**src/rtl/regfile_wr_sched.sv**
```systemverilog
// Write-port scheduler for a 1R/1W register file: round-robin arbitration between
// ALU (port 0) and load unit (port 1), zero-fill sweep after reset or clear, x0 writes dropped.
module regfile_wr_sched #(
   parameter int unsigned WIDTH     = 32,
   parameter int unsigned ADR_WIDTH = 5
) (
   input  logic                 clk,
   input  logic                 rst,
   input  logic                 clr_req,
   input  logic                 req0_valid,
   input  logic [ADR_WIDTH-1:0] req0_addr,
   input  logic [WIDTH-1:0]     req0_data,
   output logic                 req0_ready,
   input  logic                 req1_valid,
   input  logic [ADR_WIDTH-1:0] req1_addr,
   input  logic [WIDTH-1:0]     req1_data,
   output logic                 req1_ready,
   output logic                 mem_we,
   output logic [ADR_WIDTH-1:0] mem_wr_addr,
   output logic [WIDTH-1:0]     mem_wr_din,
   output logic                 init_busy
);

   typedef enum logic {INIT, RUN} state_t;

   state_t                 state_q, state_d;
   logic [ADR_WIDTH-1:0]   cnt_q, cnt_d;
   logic                   last_grant_q, last_grant_d;
   logic                   mem_we_q, mem_we_d;
   logic [ADR_WIDTH-1:0]   addr_q, addr_d;
   logic [WIDTH-1:0]       din_q, din_d;
   logic                   gnt0, gnt1;

   always_ff @(posedge clk or posedge rst) begin
      if (rst) begin
         state_q      <= INIT;
         cnt_q        <= '0;
         last_grant_q <= 1'b1;
         mem_we_q     <= 1'b0;
         addr_q       <= '0;
         din_q        <= '0;
      end else begin
         state_q      <= state_d;
         cnt_q        <= cnt_d;
         last_grant_q <= last_grant_d;
         mem_we_q     <= mem_we_d;
         addr_q       <= addr_d;
         din_q        <= din_d;
      end
   end

   always_comb begin
      state_d      = state_q;
      cnt_d        = cnt_q;
      last_grant_d = last_grant_q;
      mem_we_d     = 1'b0;
      addr_d       = addr_q;
      din_d        = din_q;
      gnt0         = 1'b0;
      gnt1         = 1'b0;
      case (state_q)
         INIT: begin
            // clr_req is deliberately ignored here; the running sweep is not restarted
            mem_we_d = 1'b1;
            addr_d   = cnt_q;
            din_d    = '0;
            cnt_d    = cnt_q + ADR_WIDTH'(1);
            if (cnt_q == '1) state_d = RUN;
         end
         RUN: begin
            if (clr_req) begin
               state_d = INIT;
               cnt_d   = '0;
            end else begin
               // on a tie the port that did not win last time is served
               gnt0 = req0_valid && (!req1_valid || last_grant_q);
               gnt1 = req1_valid && (!req0_valid || !last_grant_q);
               if (gnt0) begin
                  last_grant_d = 1'b0;
                  if (req0_addr != '0) begin
                     mem_we_d = 1'b1;
                     addr_d   = req0_addr;
                     din_d    = req0_data;
                  end
               end else if (gnt1) begin
                  last_grant_d = 1'b1;
                  if (req1_addr != '0) begin
                     mem_we_d = 1'b1;
                     addr_d   = req1_addr;
                     din_d    = req1_data;
                  end
               end
            end
         end
         default: state_d = INIT;
      endcase
   end

   assign req0_ready  = gnt0;
   assign req1_ready  = gnt1;
   assign mem_we      = mem_we_q;
   assign mem_wr_addr = addr_q;
   assign mem_wr_din  = din_q;
   assign init_busy   = (state_q == INIT);

endmodule

```
**config.mk**
```make
export PLATFORM = sky130hd
export DESIGN_NAME = regfile_wr_sched
export DESIGN_NICKNAME = d
export VERILOG_FILES = /design/src/rtl/regfile_wr_sched.sv
export SDC_FILE = /design/constraint.sdc
export NUM_CORES = 1
export LEC_CHECK = 0
export ABC_CLOCK_PERIOD_IN_PS = 2000
export BUFFER_PORTS_ARGS = -buffer_cell sky130_fd_sc_hd__clkbuf_2
export CAP_MARGIN = 20
export CORE_MARGIN = 1
export CORE_UTILIZATION = 30
export DETAILED_ROUTE_END_ITERATION = 7
export GPL_TIMING_DRIVEN = 1
export PLACE_DENSITY = 0.67
export SYNTH_ARGS = -nofsm -noshare
export SYNTH_HDL_FRONTEND = slang
export SYNTH_SLANG_ARGS = --single-unit
export TNS_END_PERCENT = 50
```
**constraint.sdc**
```tcl
create_clock -name clk -period 2 [get_ports clk]
set_clock_uncertainty 0.2 [all_clocks]
set_input_delay 0.4 -clock clk [delete_from_list [all_inputs] [get_ports clk]]
set_output_delay 0.4 -clock clk [all_outputs]
set_load 0.03 [all_outputs]
```
==> flow_metrics.tcl, run 1 <==
set metrics [dict create \
    num_rows 31 \
    die_h_um 89.9 \
    drive_gt1_share_pct 67.9 \
    synthToLayoutAreaGrowth_pct 43.3 \
    end_kind "register" \
    drc 0 \
    synth_edf_count 0 \
    fin_area_mm2 0.00332 \
    p_comb_share_pct 43.5 \
    num-fill-cells 691 \
    cp-start-kind "register" \
    maxCapViolCount 0 \
    p_per_area_mw_per_mm2 956 \
    overflow 0 \
    clk_latency_ns 0.29 \
    die_w_um 89.9 \
    p_seq_share_pct 39.6 \
    synth_flop_cell "dfrtp_1" \
    postPlaceCellArea_mm2 0.00314 \
    antenna_cells 0 \
    port_buffers 119 \
    synth.avg_cell_area_um2 13.6 \
    antenna_found_initial 0 \
    wl_per_cell_um 13.8 \
    synthesis.nets 251 \
    io_pins 120 \
    cpPeakStageDelay_ns 0.54 \
    pwr-share-clk_pct 16.9 \
    fp.dieArea_mm2 0.00808 \
    place.gp.congestion 0.816 \
    ant_nets 0 \
    initial_utilization_pct 31.4 \
    grt_usage_pct 14.3 \
    critical_path_arrival_ns 2.08 \
    drt_first_pass_iters 4 \
    synth.cells.most_frequent "44 x dfrtp_1, 33 x a22o_1, 28 x mux2_2, 19 x mux2_4, 6 x clkbuf_1" \
    period_share_pct 106 \
    grt_pass1_wl_um 9260 \
    wirelength_um 5610 \
    syn_inst 170 \
    critPathRequiredTime_ns 1.97 \
    p_sw_w 0.00114 \
    fin_nets 388 \
    setup_viol 38 \
    total_power_w 0.00317 \
    clock_sinks 45 \
    hold_viol_final 0 \
    maxSlewViolCount 0 \
    synth_area_mm2 0.00232 \
    grt_max_degree 45 \
    synth-seq-area-share_pct 48.7 \
    first_iter_violations 39 \
    crit_slowest_cell "dfstp_2" \
    cp_max_fo 29 \
    cts_buffer_depth 2 \
    cts_tree "done" \
    via_count 1909 \
    irDropWorstVdd_uv 521 \
    fmax_mhz 474 \
    grt_setup_unrepaired "yes" \
    whs_ns 0.130 \
    synth.ff_latch_count 45 \
    synth_area_leaders "dfrtp_1 48%, mux2_2 14%, a22o_1 12%" \
    hpwl_um 4070 \
    timing.final.ws_setup_ns -0.111 \
    total_leakage_power_nw 1.79 \
    crit_chain "nand2b_4, buf_4, a21oi_4, a221oi_4, buf_12, mux2_2" \
    p_int_w 0.00203 \
    yosysWarnings 0 \
    yosysMostFrequentCell "dfrtp_1" \
    min_path_type "input port to register" \
    async_reset_ff_share_pct 100 \
    fin_crit_ns 2.11 \
    crit_type "register to register" \
    cts-root-buf "clkbuf_8" \
    ys_types 33 \
    cts_buffers 5 \
    p_sw_share_pct 36.0 \
    core_mm2 0.00737 \
    slew-limit-headroom_pct 76.7 \
    clkTransAtPathRegs_ns 0.08 \
    first_global_vias 1860 \
    worst-slew-pin-transition_ns 0.349 \
    final_util_pct 45.0 \
    htreeDepth 2 \
    vias_per_cell 4.69 \
    yosysTopAreaCellShare_pct 47.5 \
    synth_top_cell_by_area "dfrtp_1" \
    violations "setup timing" \
    status "finished, violations left" \
]
-- worst max-delay path, delay by kind of cell (launching register included) --
kind,cells,cell delay (ns)
AOI/OAI and AO/OA,2,0.38
DFF,1,0.54
muxes,1,0.36
and+or+nand+nor,1,0.11
buffers and inverters,2,0.37
-- sequential cells by signal, indices dropped and copies added, names as in the netlist --
signal        flops
cnt_q             5
last_grant_q      1
mem_we            1
mem_wr_addr       5
mem_wr_din       32
state_q           1
-- logic make-up (layout without fill, tap and decap cells) --
family,Yosys count,in the layout,share of synthesized area [%]
AOI/OAI and AO/OA,44,44,16.0
xor gates and xnor gates,2,2,0.756
adders and majority gates,2,2,1.08
buffers and inverters,14,152,3.67
DFF,45,45,48.7
muxes,47,47,25.9
and+or+nand+nor,16,16,3.94
-- through the flow --
stage               setup TNS, ns  std cells  worst slack [ns]
floorplan                 -0.0615        170           -0.0597
global placement            -3.29        392            -0.107
detailed placement          -4.28        392            -0.142
CTS                         -2.41        407            -0.118
global route                -4.07        407            -0.151
finish                      -2.53        407            -0.111
-- what timing repair did --
item,4_1_cts,5_1_grt
hold buffers,1,0
gates resized for setup,6,5
endpoints found under the hold margin,44,0
pin swaps,0,1
cloned,0,0
setup endpoints to repair,39,39
setup buffers,6,0
-- final cells by class --
class | count | area [um2] | area share [%]
Clock inverter | 2 | 10.0 | 0.302
Multi-Input combinational cell | 111 | 1160 | 34.9
Sequential cell | 45 | 1130 | 34.0
Clock buffer | 6 | 72.6 | 2.19
Timing Repair Buffer | 142 | 816 | 24.6
Inverter | 2 | 11.3 | 0.339
Tap cell | 99 | 124 | 3.73
-- per-layer routing --
layer	wire length (um)	share of wire, %	vias up	global-route usage (%)
met1	2660	47	911	19.4
met2	2620	47	78	23.3
met3	321	5.7	2	3.21
li1	-	-	918	-
met4	8	0.14	0	2.82
met5	0	0	-	0
-- power by group through the flow --
stage          Clock (W)  Sequential (W)  Combinational, W
6_report        0.000535         0.00126           0.00138
2_1_floorplan          0         0.00152          0.000670
4_1_cts         0.000567         0.00126           0.00139
3_3_place_gp           0         0.00127           0.00131
3_5_place_dp           0         0.00127           0.00134
5_1_grt         0.000596         0.00129           0.00150
-- worst paths after layout --
kind,cells past startpoint,endpoint,startpoint,slack (ns)
min,2,last_grant_q$_DFFE_PP1P_,req0_valid,0.13
max,6,mem_wr_din[3]$_DFFE_PP0P_,last_grant_q$_DFFE_PP1P_,-0.11
max in group asynchronous,4,last_grant_q$_DFFE_PP1P_,rst,0.82
min reg2reg,1,mem_wr_din[5]$_DFFE_PP0P_,mem_wr_din[5]$_DFFE_PP0P_,0.31
max reg2reg,6,mem_wr_din[3]$_DFFE_PP0P_,last_grant_q$_DFFE_PP1P_,-0.11
min in group asynchronous,3,mem_wr_din[5]$_DFFE_PP0P_,rst,0.32
-- layout by cell type, fill, tap and decap left out, types with 2 or more instances in the layout --
master and count:
clkbuf_8 5, clkbuf_2 117, dfrtp_1 44, nor2_2 2, o22ai_1 2, ha_1 2
buf_4 19, nand2_1 4, mux2_2 28, buf_12 2, mux2_4 19, or4_4 2
buf_6 2, a22o_1 33, clkinv_2 2
Note: power is estimated with default switching activity, not from simulation.
==> run 2, diff against run 1 <==
ABC_CLOCK_PERIOD_IN_PS = 2450   (was 2000)
CTS_CLUSTER_DIAMETER = 60   (was default)
PLACE_DENSITY = 0.65   (was 0.67)
clock period = 2.45 ns   (was 2 ns; I/O delays follow)
==> run 2 against run 1 <==
  * Combinational power shrank 25%
  * Total power shrank 19%
  * Largest cell class unchanged
  * Utilization shrank 2.1 points
  * Global-route usage shrank 0.62 points
  * Critical path type is now register to primary output
  * Count of clock-buffer cells in the layout grew 1
  * The run now ends clean
==> flow_metrics.tcl, run 2 (synthesis results as in run 1) <==
set metrics [dict create \
    status "completed" \
    grt_setup_unrepaired "no" \
    ff2ff_setup_slack_ns 0.24 \
    crit_family "simple AND/OR/NAND/NOR gates" \
    final_util_pct 42.9 \
    hold_viol_final 0 \
    p_int_w 0.00165 \
    initial_utilization_pct 31.4 \
    drt_first_pass_iters 4 \
    slew-limit-headroom_pct 51.1 \
    synthToLayoutAreaGrowth_pct 36.4 \
    critical_path_arrival_ns 1.69 \
    path_buf_inv 1 \
    fp.dieArea_mm2 0.00808 \
    cp_max_fo 7 \
    cts-root-buf "clkbuf_8" \
    min_path_type "input port to asynchronous set/reset pin" \
    num_rows 31 \
    critPathRequiredTime_ns 1.76 \
    fin_setup_tns_ns 0 \
    place.gp.congestion 0.730 \
    total_leakage_power_nw 1.72 \
    crit_type "register to primary output" \
    die_h_um 89.9 \
    timing.rr.start "last_grant_q$_DFFE_PP1P_" \
    cpPeakStageDelay_ns 0.55 \
    r2r_cells 5 \
    overflow 0 \
    num-fill-cells 725 \
    worst-slew-pin-transition_ns 0.732 \
    first_iter_violations 33 \
    maxCapViolCount 0 \
    core_mm2 0.00737 \
    antenna_cells 0 \
    grt_usage_pct 13.6 \
    cp-start-kind "register" \
    antenna_found_initial 0 \
    crit_chain "nand2b_1, and3_4, nor2b_2, buf_2" \
    dp_cells 384 \
    p_seq_share_pct 40.2 \
    drive_gt1_share_pct 65.5 \
    p_per_area_mw_per_mm2 810 \
    ant_nets 0 \
    irDropWorstVdd_uv 465 \
    p_sw_w 0.000906 \
    largest_reg_flops 32 \
    postPlaceCellArea_mm2 0.00305 \
    wl_per_cell_um 13.7 \
    fin_nets 373 \
    end_kind "primary output" \
    grt_max_degree 36 \
    cts_setup_buffers 0 \
    maxSlewViolCount 0 \
    clk_latency_ns 0.29 \
    crit_slowest_cell "dfstp_2" \
    final_common_cell "clkbuf_2" \
    clock_sinks 45 \
    first_global_vias 1847 \
    hpwl_um 4030 \
    fin_area_mm2 0.00316 \
    ctsHoldBuffers 0 \
    cts_buffer_depth 2 \
    grt_pass1_wl_um 8950 \
    die_w_um 89.9 \
    wirelength_um 5350 \
    instances_no_fill 392 \
    fin_crit_ns 2.38 \
    cts_tree "done" \
    period_share_pct 97.1 \
    r2r-end "mem_wr_din[5]$_DFFE_PP0P_" \
    clkTransAtPathRegs_ns 0.09 \
    p_comb_share_pct 40.4 \
    drc 0 \
    setup_viol 0 \
    via_count 1863 \
    htreeDepth 2 \
    layout_common_cells "118 x clkbuf_2, 44 x dfrtp_1, 33 x a22o_1, 28 x mux2_2, 19 x mux2_4" \
    vias_per_cell 4.75 \
    fmax_mhz 420 \
    p_sw_share_pct 35.4 \
    port_buffers 119 \
    cts_buffers 5 \
    pwr-share-clk_pct 19.4 \
    io_pins 120 \
]
run 2: power groups by stage:
| stage | Clock, W | Sequential, W | Combinational, W |
|---|---|---|---|
| finish | 0.000496 | 0.00103 | 0.00104 |
| global route | 0.000552 | 0.00105 | 0.00111 |
| CTS | 0.000528 | 0.00103 | 0.00105 |
| detailed placement | 0 | 0.00104 | 0.00104 |
| global placement | 0 | 0.00104 | 0.00103 |
| floorplan | 0 | 0.00124 | 0.000543 |
run 2: metal layers:
metal  global-route usage [%]  routed length [um]  vias up
met1                     18.6                2480      888
met4                     2.96                  21        0
met3                     3.64                 333        4
li1                         -                   -      891
met2                     21.8                2520       80
met5                        0                   0        -
run 2: worst max path at each step:
| stage | from | endpoint | cells past startpoint |
|---|---|---|---|
| 2_1_floorplan | last_grant_q$_DFFE_PP1P_ | req0_ready | 5 |
| 3_3_place_gp | req1_valid | mem_wr_din[5]$_DFFE_PP0P_ | 6 |
| 3_5_place_dp | req1_valid | mem_wr_din[5]$_DFFE_PP0P_ | 6 |
| 4_1_cts | last_grant_q$_DFFE_PP1P_ | req0_ready | 4 |
| 5_1_grt | last_grant_q$_DFFE_PP1P_ | req0_ready | 4 |
| 6_report | last_grant_q$_DFFE_PP1P_ | req0_ready | 4 |
run 2: metrics by stage:
stage          power [W]  worst slack (ns)  hold WS (ns)
3_3_place_gp     0.00207            0.0907         0.290
3_5_place_dp     0.00209            0.0404         0.294
4_1_cts          0.00261            0.0342         0.129
2_1_floorplan    0.00178            0.0511         0.290
5_1_grt          0.00272           0.00277         0.177
6_report         0.00256            0.0717         0.113
run 2: layout make-up:
type,count,area (um2),area share (%)
Clock inverter,1,5.00,0.158
Multi-Input combinational cell,111,1130,35.9
Tap cell,99,124,3.92
Inverter,2,7.51,0.237
Sequential cell,45,1130,35.7
Clock buffer,7,96.3,3.05
Timing Repair Buffer,127,668,21.1
run 2: repair_timing:
item	CTS	global route
resized for setup	2	2
setup endpoints to repair	1	2
cloned	0	0
run 2: worst reg2reg max path, delay by kind of cell (launching register included):
| kind | cells | cell delay, ns |
|---|---|---|
| buffers and inverters | 1 | 0.35 |
| and+or+nand+nor | 1 | 0.19 |
| AOI/OAI and AO/OA | 2 | 0.42 |
| muxes | 1 | 0.38 |
| DFF | 1 | 0.55 |
